[config.mk]
export PLATFORM = sky130hd
export DESIGN_NAME = alu_cmd_issue
export DESIGN_NICKNAME = d
export VERILOG_FILES = /design/src/rtl/alu_cmd_issue.sv
export SDC_FILE = /design/constraint.sdc
export NUM_CORES = 1
export LEC_CHECK = 0
export CORE_MARGIN = 5
export CORE_UTILIZATION = 23
export DETAILED_ROUTE_END_ITERATION = 12
export PLACE_DENSITY = 0.42
export SKIP_CTS_REPAIR_TIMING = 1
export SYNTH_ARGS = -nofsm -noshare
export SYNTH_HDL_FRONTEND = slang
export SYNTH_SLANG_ARGS = --single-unit
[constraint.sdc]
create_clock -name clk_in -period 5 [get_ports clk_in]
set_clock_uncertainty 0.05 [all_clocks]
set_input_delay 0.5 -clock clk_in [delete_from_list [all_inputs] [get_ports clk_in]]
set_output_delay 0.5 -clock clk_in [all_outputs]
set_load 0.03 [all_outputs]
[src/rtl/alu_cmd_issue.sv]
// Issue stage for the gate-level ALU: command FIFO, ALU drive and registered result.
// Define ALU_CMD_ISSUE_FLAGS_EN to add registered zero/carry flag outputs.
module alu_cmd_issue #(
    parameter int DATA_WIDTH = 4,
    parameter int FIFO_DEPTH = 4
) (
    input  logic                    clk_in,
    input  logic                    rst_in,
    input  logic                    cmd_valid_in,
    output logic                    cmd_ready_out,
    input  logic [2:0]              cmd_sel_in,
    input  logic [DATA_WIDTH-1:0]   cmd_a_in,
    input  logic [DATA_WIDTH-1:0]   cmd_b_in,
    output logic [DATA_WIDTH-1:0]   alu_a_out,
    output logic [DATA_WIDTH-1:0]   alu_b_out,
    output logic [2:0]              alu_sel_out,
    input  logic [2*DATA_WIDTH-1:0] alu_q_in,
    output logic                    res_valid_out,
    input  logic                    res_ready_in,
    output logic [2*DATA_WIDTH-1:0] res_q_out,
    output logic                    res_err_out,
    output logic                    busy_out
`ifdef ALU_CMD_ISSUE_FLAGS_EN
    ,
    output logic                    res_zero_out,
    output logic                    res_cout_out
`endif
);

    localparam int PTR_W = $clog2(FIFO_DEPTH);
    localparam int CNT_W = PTR_W + 1;
    localparam int QW    = 2 * DATA_WIDTH;
    localparam logic [CNT_W-1:0] DEPTH_C = CNT_W'(FIFO_DEPTH);

    typedef enum logic [1:0] {
        IDLE,
        RUN,
        STALL
    } state_e;

    logic [2:0]            sel_mem [FIFO_DEPTH];
    logic [DATA_WIDTH-1:0] a_mem   [FIFO_DEPTH];
    logic [DATA_WIDTH-1:0] b_mem   [FIFO_DEPTH];

    logic [PTR_W-1:0] wr_ptr_q, wr_ptr_d;
    logic [PTR_W-1:0] rd_ptr_q, rd_ptr_d;
    logic [CNT_W-1:0] count_q, count_d;
    logic             res_valid_q, res_valid_d;
    logic [QW-1:0]    result_q, result_d;
    logic             res_err_q, res_err_d;
    logic             zero_q, zero_d;
    logic             cout_q, cout_d;
    state_e           state_q, state_d;

    logic not_empty;
    logic push;
    logic issue;
    logic head_err;
    logic head_arith;
    logic next_idle;

    always_comb begin
        not_empty     = (count_q != '0);
        cmd_ready_out = (count_q < DEPTH_C) & ~rst_in;
        push          = cmd_valid_in & cmd_ready_out;
        issue         = not_empty & (~res_valid_q | res_ready_in);
        alu_a_out     = '0;
        alu_b_out     = '0;
        alu_sel_out   = '0;
        if (not_empty) begin
            alu_a_out   = a_mem[rd_ptr_q];
            alu_b_out   = b_mem[rd_ptr_q];
            alu_sel_out = sel_mem[rd_ptr_q];
        end
        head_err   = (alu_sel_out >= 3'd5);
        head_arith = (alu_sel_out == 3'd0) | (alu_sel_out == 3'd1);
    end

    always_comb begin
        wr_ptr_d = push ? wr_ptr_q + PTR_W'(1) : wr_ptr_q;
        rd_ptr_d = issue ? rd_ptr_q + PTR_W'(1) : rd_ptr_q;
        count_d  = count_q;
        unique case ({push, issue})
            2'b10:   count_d = count_q + CNT_W'(1);
            2'b01:   count_d = count_q - CNT_W'(1);
            default: count_d = count_q;
        endcase
        res_valid_d = res_valid_q;
        result_d    = result_q;
        res_err_d   = res_err_q;
        zero_d      = zero_q;
        cout_d      = cout_q;
        if (issue) begin
            res_valid_d = 1'b1;
            result_d    = alu_q_in;
            res_err_d   = head_err;
            zero_d      = (alu_q_in == '0);
            cout_d      = head_arith & alu_q_in[DATA_WIDTH];
        end else if (res_ready_in) begin
            res_valid_d = 1'b0;
        end
    end

    // Idle is judged on next-cycle occupancy so busy_out never lags the datapath.
    always_comb begin
        next_idle = (count_d == '0) & ~res_valid_d;
        state_d   = state_q;
        unique case (state_q)
            IDLE: begin
                if (push) state_d = RUN;
            end
            RUN: begin
                if (next_idle)
                    state_d = IDLE;
                else if (res_valid_q & ~res_ready_in & not_empty)
                    state_d = STALL;
            end
            STALL: begin
                if (res_ready_in) state_d = next_idle ? IDLE : RUN;
            end
            default: state_d = IDLE;
        endcase
    end

    always_ff @(posedge clk_in) begin
        if (push) begin
            sel_mem[wr_ptr_q] <= cmd_sel_in;
            a_mem[wr_ptr_q]   <= cmd_a_in;
            b_mem[wr_ptr_q]   <= cmd_b_in;
        end
    end

    always_ff @(posedge clk_in or posedge rst_in) begin
        if (rst_in) begin
            wr_ptr_q    <= '0;
            rd_ptr_q    <= '0;
            count_q     <= '0;
            res_valid_q <= 1'b0;
            result_q    <= '0;
            res_err_q   <= 1'b0;
            zero_q      <= 1'b0;
            cout_q      <= 1'b0;
            state_q     <= IDLE;
        end else begin
            wr_ptr_q    <= wr_ptr_d;
            rd_ptr_q    <= rd_ptr_d;
            count_q     <= count_d;
            res_valid_q <= res_valid_d;
            result_q    <= result_d;
            res_err_q   <= res_err_d;
            zero_q      <= zero_d;
            cout_q      <= cout_d;
            state_q     <= state_d;
        end
    end

    assign res_valid_out = res_valid_q;
    assign res_q_out     = result_q;
    assign res_err_out   = res_err_q;
    assign busy_out      = (state_q != IDLE);

`ifdef ALU_CMD_ISSUE_FLAGS_EN
    assign res_zero_out = zero_q;
    assign res_cout_out = cout_q;
`else
    logic unused_flags;
    assign unused_flags = zero_q ^ cout_q;
`endif

endmodule

Word-level counts from Yosys, hierarchy flattened

Memories as Yosys holds them, arrays and structs flattened.
Index checks and enable logic that the tools add are counted.

Bitwise gates (word level): 11
Reductions and logical operators: 5
$lt $le $gt $ge: 2
Equality and inequality tests: 7
$add $sub $neg: 4
Mux-type cells: 14

Operators by type and width:

| cell                                                 | count |
|---|---|
| two-way mux 2 bit                                    | 4 |
| two-way mux 4 bit                                    | 2 |
| bitwise AND 1 bit                                    | 6 |
| case mux 2 bit (3 select lines)                      | 1 |
| case mux 3 bit (2 select lines)                      | 1 |
| two-way mux 1 bit                                    | 5 |
| adder 2 x 1 -> 2 bit (second input constant)         | 2 |
| equality test 2 x 1 -> 1 bit (second input constant) | 2 |
| equality test 2 bit (second input constant)          | 2 |
| != test 2 bit (second input constant)                | 2 |
| inverter 1 bit                                       | 4 |
| adder 3 x 1 -> 3 bit (second input constant)         | 1 |
| >= comparator 3 bit (second input constant)          | 1 |
| logical NOT 3 bit                                    | 1 |
| < comparator 3 bit (second input constant)           | 1 |
| two-way mux 3 bit                                    | 1 |
| != test 3 bit (second input constant)                | 1 |
| AND reduction 3 bit                                  | 1 |
| nonzero test 3 bit                                   | 1 |
| subtractor 3 x 1 -> 3 bit (second input constant)    | 1 |
| logical NOT 2 bit                                    | 1 |
| nonzero test 2 bit                                   | 1 |
| bitwise OR 1 bit                                     | 1 |

Memory bits (writable): 44
Flip-flop bits (word level): 19
Input bits: 23
Output and inout bits: 23
Word-level logic and storage cells: 53
Memories kept: 3

Memories:

| memory  | words | bits a word | rd ports | clocked after Yosys merged registers in | write ports | RTL line | text |
|---|---|---|---|---|---|---|---|
| a_mem   | 4     | 4           | 1        | 0                                       | 1           | 42       | `logic [DATA_WIDTH-1:0] a_mem [FIFO_DEPTH];` |
| b_mem   | 4     | 4           | 1        | 0                                       | 1           | 43       | `logic [DATA_WIDTH-1:0] b_mem [FIFO_DEPTH];` |
| sel_mem | 4     | 3           | 1        | 0                                       | 1           | 41       | `logic [2:0] sel_mem [FIFO_DEPTH];` |

Logic depth before layout (Yosys ltp)

Depth in word-level cells: 10
Gate-level depth with buffers: 9
Mapped depth without buffers: 9

Worst setup path after synthesis

OpenSTA, ideal clock, no wires.

Path kind: in2reg
Start point: in rst_in
End point: reg count_q[2]
Buffers on the path: 0
Required time: 4.824 ns
Arrival time: 2.097 ns
Cell stages on the path: 9
Path slack: 2.727 ns
Setup time: 0.126 ns
Path through: nor2_1 -> and2_1 -> inv_1 -> ha_1 -> inv_1 -> fa_1 -> xor2_1 -> nor2_1 -> xor2_1

Longest elaborated chain between the ends: 5
Elaborated cells on any way between the ends: 6
Classes of those cells: eq/ne: 2; mux: 1; bitwise: 3

Ends and longest elaborated chain:

| element                                                                    | RTL line | text |
|---|---|---|
| start: declaration                                                         | 8        | `input logic rst_in,` |
| inverter 1 bit (*)                                                         | 64       | `cmd_ready_out = (count_q < DEPTH_C) & ~rst_in;` |
| bitwise AND 1 bit (*)                                                      | 64       |  |
| bitwise AND 1 bit (*)                                                      | 65       | `push = cmd_valid_in & cmd_ready_out;` |
| equality test 2 x 1 -> 1 bit / equality test 2 bit (equally long branches) | 83       | `unique case ({push, issue})` |
| case mux 3 bit (2 select lines) (*)                                        | 83       |  |
| net count_d[2]                                                             | 47       | `logic [CNT_W-1:0] count_q, count_d;` |
| end signal: assignment                                                     | 147      | `count_q <= count_d;` |
| end: declaration                                                           | 47       |  |

The timed path passes the listed nets; every way through them passes the cells marked *.
A chain may end at the register's enable or synchronous reset.

Final worst setup path

Start point: reg rd_ptr_q[0]
End point: out alu_sel_out[2]

Longest elaborated chain between the ends: 2

Ends and longest elaborated chain:

| element                  | RTL line | text |
|---|---|---|
| start: declaration       | 46       | `logic [PTR_W-1:0] rd_ptr_q, rd_ptr_d;` |
| start signal: assignment | 146      | `rd_ptr_q <= rd_ptr_d;` |
| memory read (4 x 3 bit)  | -        |  |
| two-way mux 3 bit        | 70       | `if (not_empty) begin` |
| end: declaration         | 16       | `output logic [2:0] alu_sel_out,` |

No other way between the ends.

==> flow_metrics.py <==
metrics = {
    "placed_design": {
        "portBuffers": 45,
        "place_hpwl_um": 3480,
        "globalplace.congestion": 0.704,
    },
    "clock_tree": {
        "cts_buffer_depth": 2,
        "htree_levels": 3,
        "cts_tree": "done",
        "cts_buffers": 9,
        "root_buffer": "clkbuf_16",
        "clk_pin_slew_ns": 0.05,
        "clock_sinks": 63,
        "clkLatencyLatePin_ns": 0.32,
    },
    "floorplan": {
        "die_w_um": 116,
        "core.rowCount": 38,
        "start_util": 0.237,
        "die_area_um2": 13500,
        "die_y_um": 116,
        "ios": 46,
        "coreArea_um2": 10900,
    },
    "sta": {
        "fmax_ghz": 0.317,
        "relSlewSlack": 0.455,
        "fin_crit_ns": 3.16,
        "finalSetupViolations": 0,
        "drv_slew": 0,
        "grt_setup_unrepaired": "no",
        "hold_violations": 0,
        "period_share": 0.631,
        "worstMarginPinSlew_ns": 0.817,
        "tns_ns": 0,
    },
    "routing": {
        "wl_per_cell_um": 15.4,
        "drt_iter0_markers": 50,
        "drt-pass1-iter-count": 4,
        "routed_wl_um": 5250,
        "antenna_left": 0,
        "remaining_drc_errors": 0,
        "via_per_inst": 4.01,
        "vias": 1367,
    },
    "cells_and_area": {
        "seqCellArea_um2": 1800,
        "fillers": 1096,
        "layout-drive-gt1-share": 0.184,
        "area_growth_pct": 34.2,
        "nets": 225,
        "multi_input_area_um2": 727,
        "antennaDiodeCount": 0,
    },
    "yosys": {
        "netlist_area_um2": 2590,
        "netlist.area_leader.share": 0.510,
        "synth_simple_gate_area_frac": 0.0686,
        "syn_area_per_cell_um2": 18.0,
        "synth_top_family_by_area": "multiplexers",
        "yosysTopAreaCell": "edfxtp_1",
        "synth.area.mux_share": 0.142,
        "ys_ff_latch": 63,
        "synth_xor_area_frac": 0.0203,
        "synth.net_count": 173,
        "synthesis.instances": 144,
        "ys.warnings.count": 0,
        "synthTopCellsByArea": "edfxtp_1 (51%), dfrtp_1 (18%), mux4_2 (9.6%)",
        "synth_cell_types": 31,
        "synthAdderAreaFrac": 0.0319,
        "ys_seq_area_frac": 0.694,
        "synth_compound_gate_area_share": 0.0184,
    },
    "setup_path": {
        "cp.arrival_ns": 2.61,
        "cp_slowest_cell": "dfrtp_1",
        "critPathMaxStageDelay_ns": 0.87,
        "worstPathCellList": "mux4_2 -> nor2b_1 -> clkdlybuf4s50_1",
        "cp-start-kind": "flop",
        "cp-end-kind": "output port",
        "cp_max_fo": 13,
        "rr_endpoint": "count_q[2]",
        "worstRegToRegCells": 8,
        "endpoint": "alu_sel_out[2]",
        "crit_path_start": "rd_ptr_q[0]",
        "timing.rr.start": "count_q[2]",
        "crit_required_ns": 4.45,
        "reg2reg_slack_ns": 2.46,
        "path_class": "flop to output port",
    },
    "power": {
        "p_total_mw": 2.18,
        "power_per_cell_area_nw_per_um2": 628,
        "ir_worst_vdd_v": 0.000247,
        "p_leak_nw": 1.27,
    },
    "global_routing": {
        "gr-total-overflow": 0,
        "grtUsageTotal": 0.0870,
        "antenna_found_initial": 0,
        "grt_pass1_wl_um": 8620,
        "grt_pass1_vias": 1569,
        "grt_max_degree": 20,
    },
    "worst_hold_path": {
        "hold_class": "flop to flop",
    },
    "flow_run": {
        "max_cap_viol_count": 0,
    },
    "status": {
        "status": "complete, no violations",
    },
}
-- worst min path at each step --
stage                         endpoint  slack, ns  cells past startpoint         start
final                     res_q_out[0]       0.46                      1  res_q_out[0]
after detailed placement  res_q_out[1]       0.45                      1  res_q_out[1]
after floorplan             count_q[0]       0.40                      1        rst_in
after global routing      res_q_out[1]       0.48                      1  res_q_out[1]
after global placement    res_q_out[5]       0.44                      1  res_q_out[5]
after CTS                 res_q_out[1]       0.46                      1  res_q_out[1]
-- kinds of logic after synthesis --
logic type | after synthesis
buffers and inverters | 13
multiplexers | 20
adder cells (fa/ha/maj) | 6
flip-flops | 63
XOR/XNOR | 6
AO/OA/AOI/OAI | 7
AND/OR/NAND/NOR | 29
-- per-layer routing --
layer | global-route usage | vias up | part of all wire
met4 | 0.0302 | 0 | 0.0099
li1 | - | 638 | -
met3 | 0.0430 | 7 | 0.088
met5 | 0 | - | 0
met2 | 0.130 | 49 | 0.43
met1 | 0.110 | 673 | 0.47
-- worst max-delay path, delay by kind of cell (launching register included) --
family | cells | cell delay (ns)
multiplexers | 1 | 0.62
flip-flops | 1 | 0.87
AND/OR/NAND/NOR | 1 | 0.15
buffers and inverters | 1 | 0.64
-- layout make-up --
class | count | share of cell area
Timing Repair Buffer | 45 | 0.130
Clock buffer | 10 | 0.0659
Clock inverter | 6 | 0.0177
Inverter | 9 | 0.00973
Sequential cell | 63 | 0.517
Tap cell | 140 | 0.0504
Multi-Input combinational cell | 68 | 0.209
-- flip-flops by register name, summed over array words and instances, names as in the netlist, 2 cells and up --
register   flops
count_q        3
b_mem         16
state_q        2
wr_ptr_q       2
res_q_out      8
rd_ptr_q       2
sel_mem       12
a_mem         16
-- power by group --
part | switching [mW] | internal, mW
logic | 0.427 | 0.395
registers | 0.104 | 0.657
clock network | 0.214 | 0.383
total | 0.745 | 1.44
-- cell usage in the layout, fill, tap and decap left out, types with 2 or more instances in the layout --
cell type | Yosys | final
nand2_1 | 3 | 3
inv_1 | 9 | 9
ha_1 | 5 | 5
o21ai_1 | 2 | 2
xor2_1 | 3 | 3
nor2b_1 | 10 | 10
clkdlybuf4s50_1 | 0 | 45
nand3_1 | 2 | 2
nor2_1 | 3 | 3
xnor2_1 | 3 | 3
clkbuf_16 | 0 | 9
clkinv_2 | 0 | 3
mux2_4 | 5 | 5
mux2_2 | 3 | 3
dfrtp_1 | 19 | 19
and2_1 | 2 | 2
edfxtp_1 | 44 | 44
and3_1 | 4 | 4
mux4_2 | 11 | 11
-- Yosys cell counts --
cell type and instances:
xor2_1 3, o21ai_0 1, o22a_1 1, nor3_4 1
o21ai_1 2, nand2_1 3, nand2b_1 1, dfrtp_1 19
nor2b_2 1, ha_1 5, o2111ai_1 1, or2_2 1
xnor2_1 3, and2b_1 1, a22oi_1 1, mux2i_1 1
and2_1 2, nor2b_1 10, nand3_1 2, buf_6 2
clkbuf_1 1, mux2_2 3, and3_1 4, fa_1 1
nor2_1 3, inv_1 9, mux4_2 11, mux2_4 5
o211ai_1 1, buf_2 1, edfxtp_1 44
-- metrics by stage --
stage               worst slack (ns)  area, um^2  hold slack, ns  cells   util
finish                          1.84        3470           0.459    341  0.318
global route                    1.63        3470           0.483    341  0.318
CTS                             1.77        3470           0.462    341  0.318
detailed placement              1.85        3180           0.447    325  0.291
global placement                1.93        3180           0.444    325  0.291
floorplan                       2.73        2590           0.401    144      -
No activity file was read; power rests on OpenSTA's default activity.
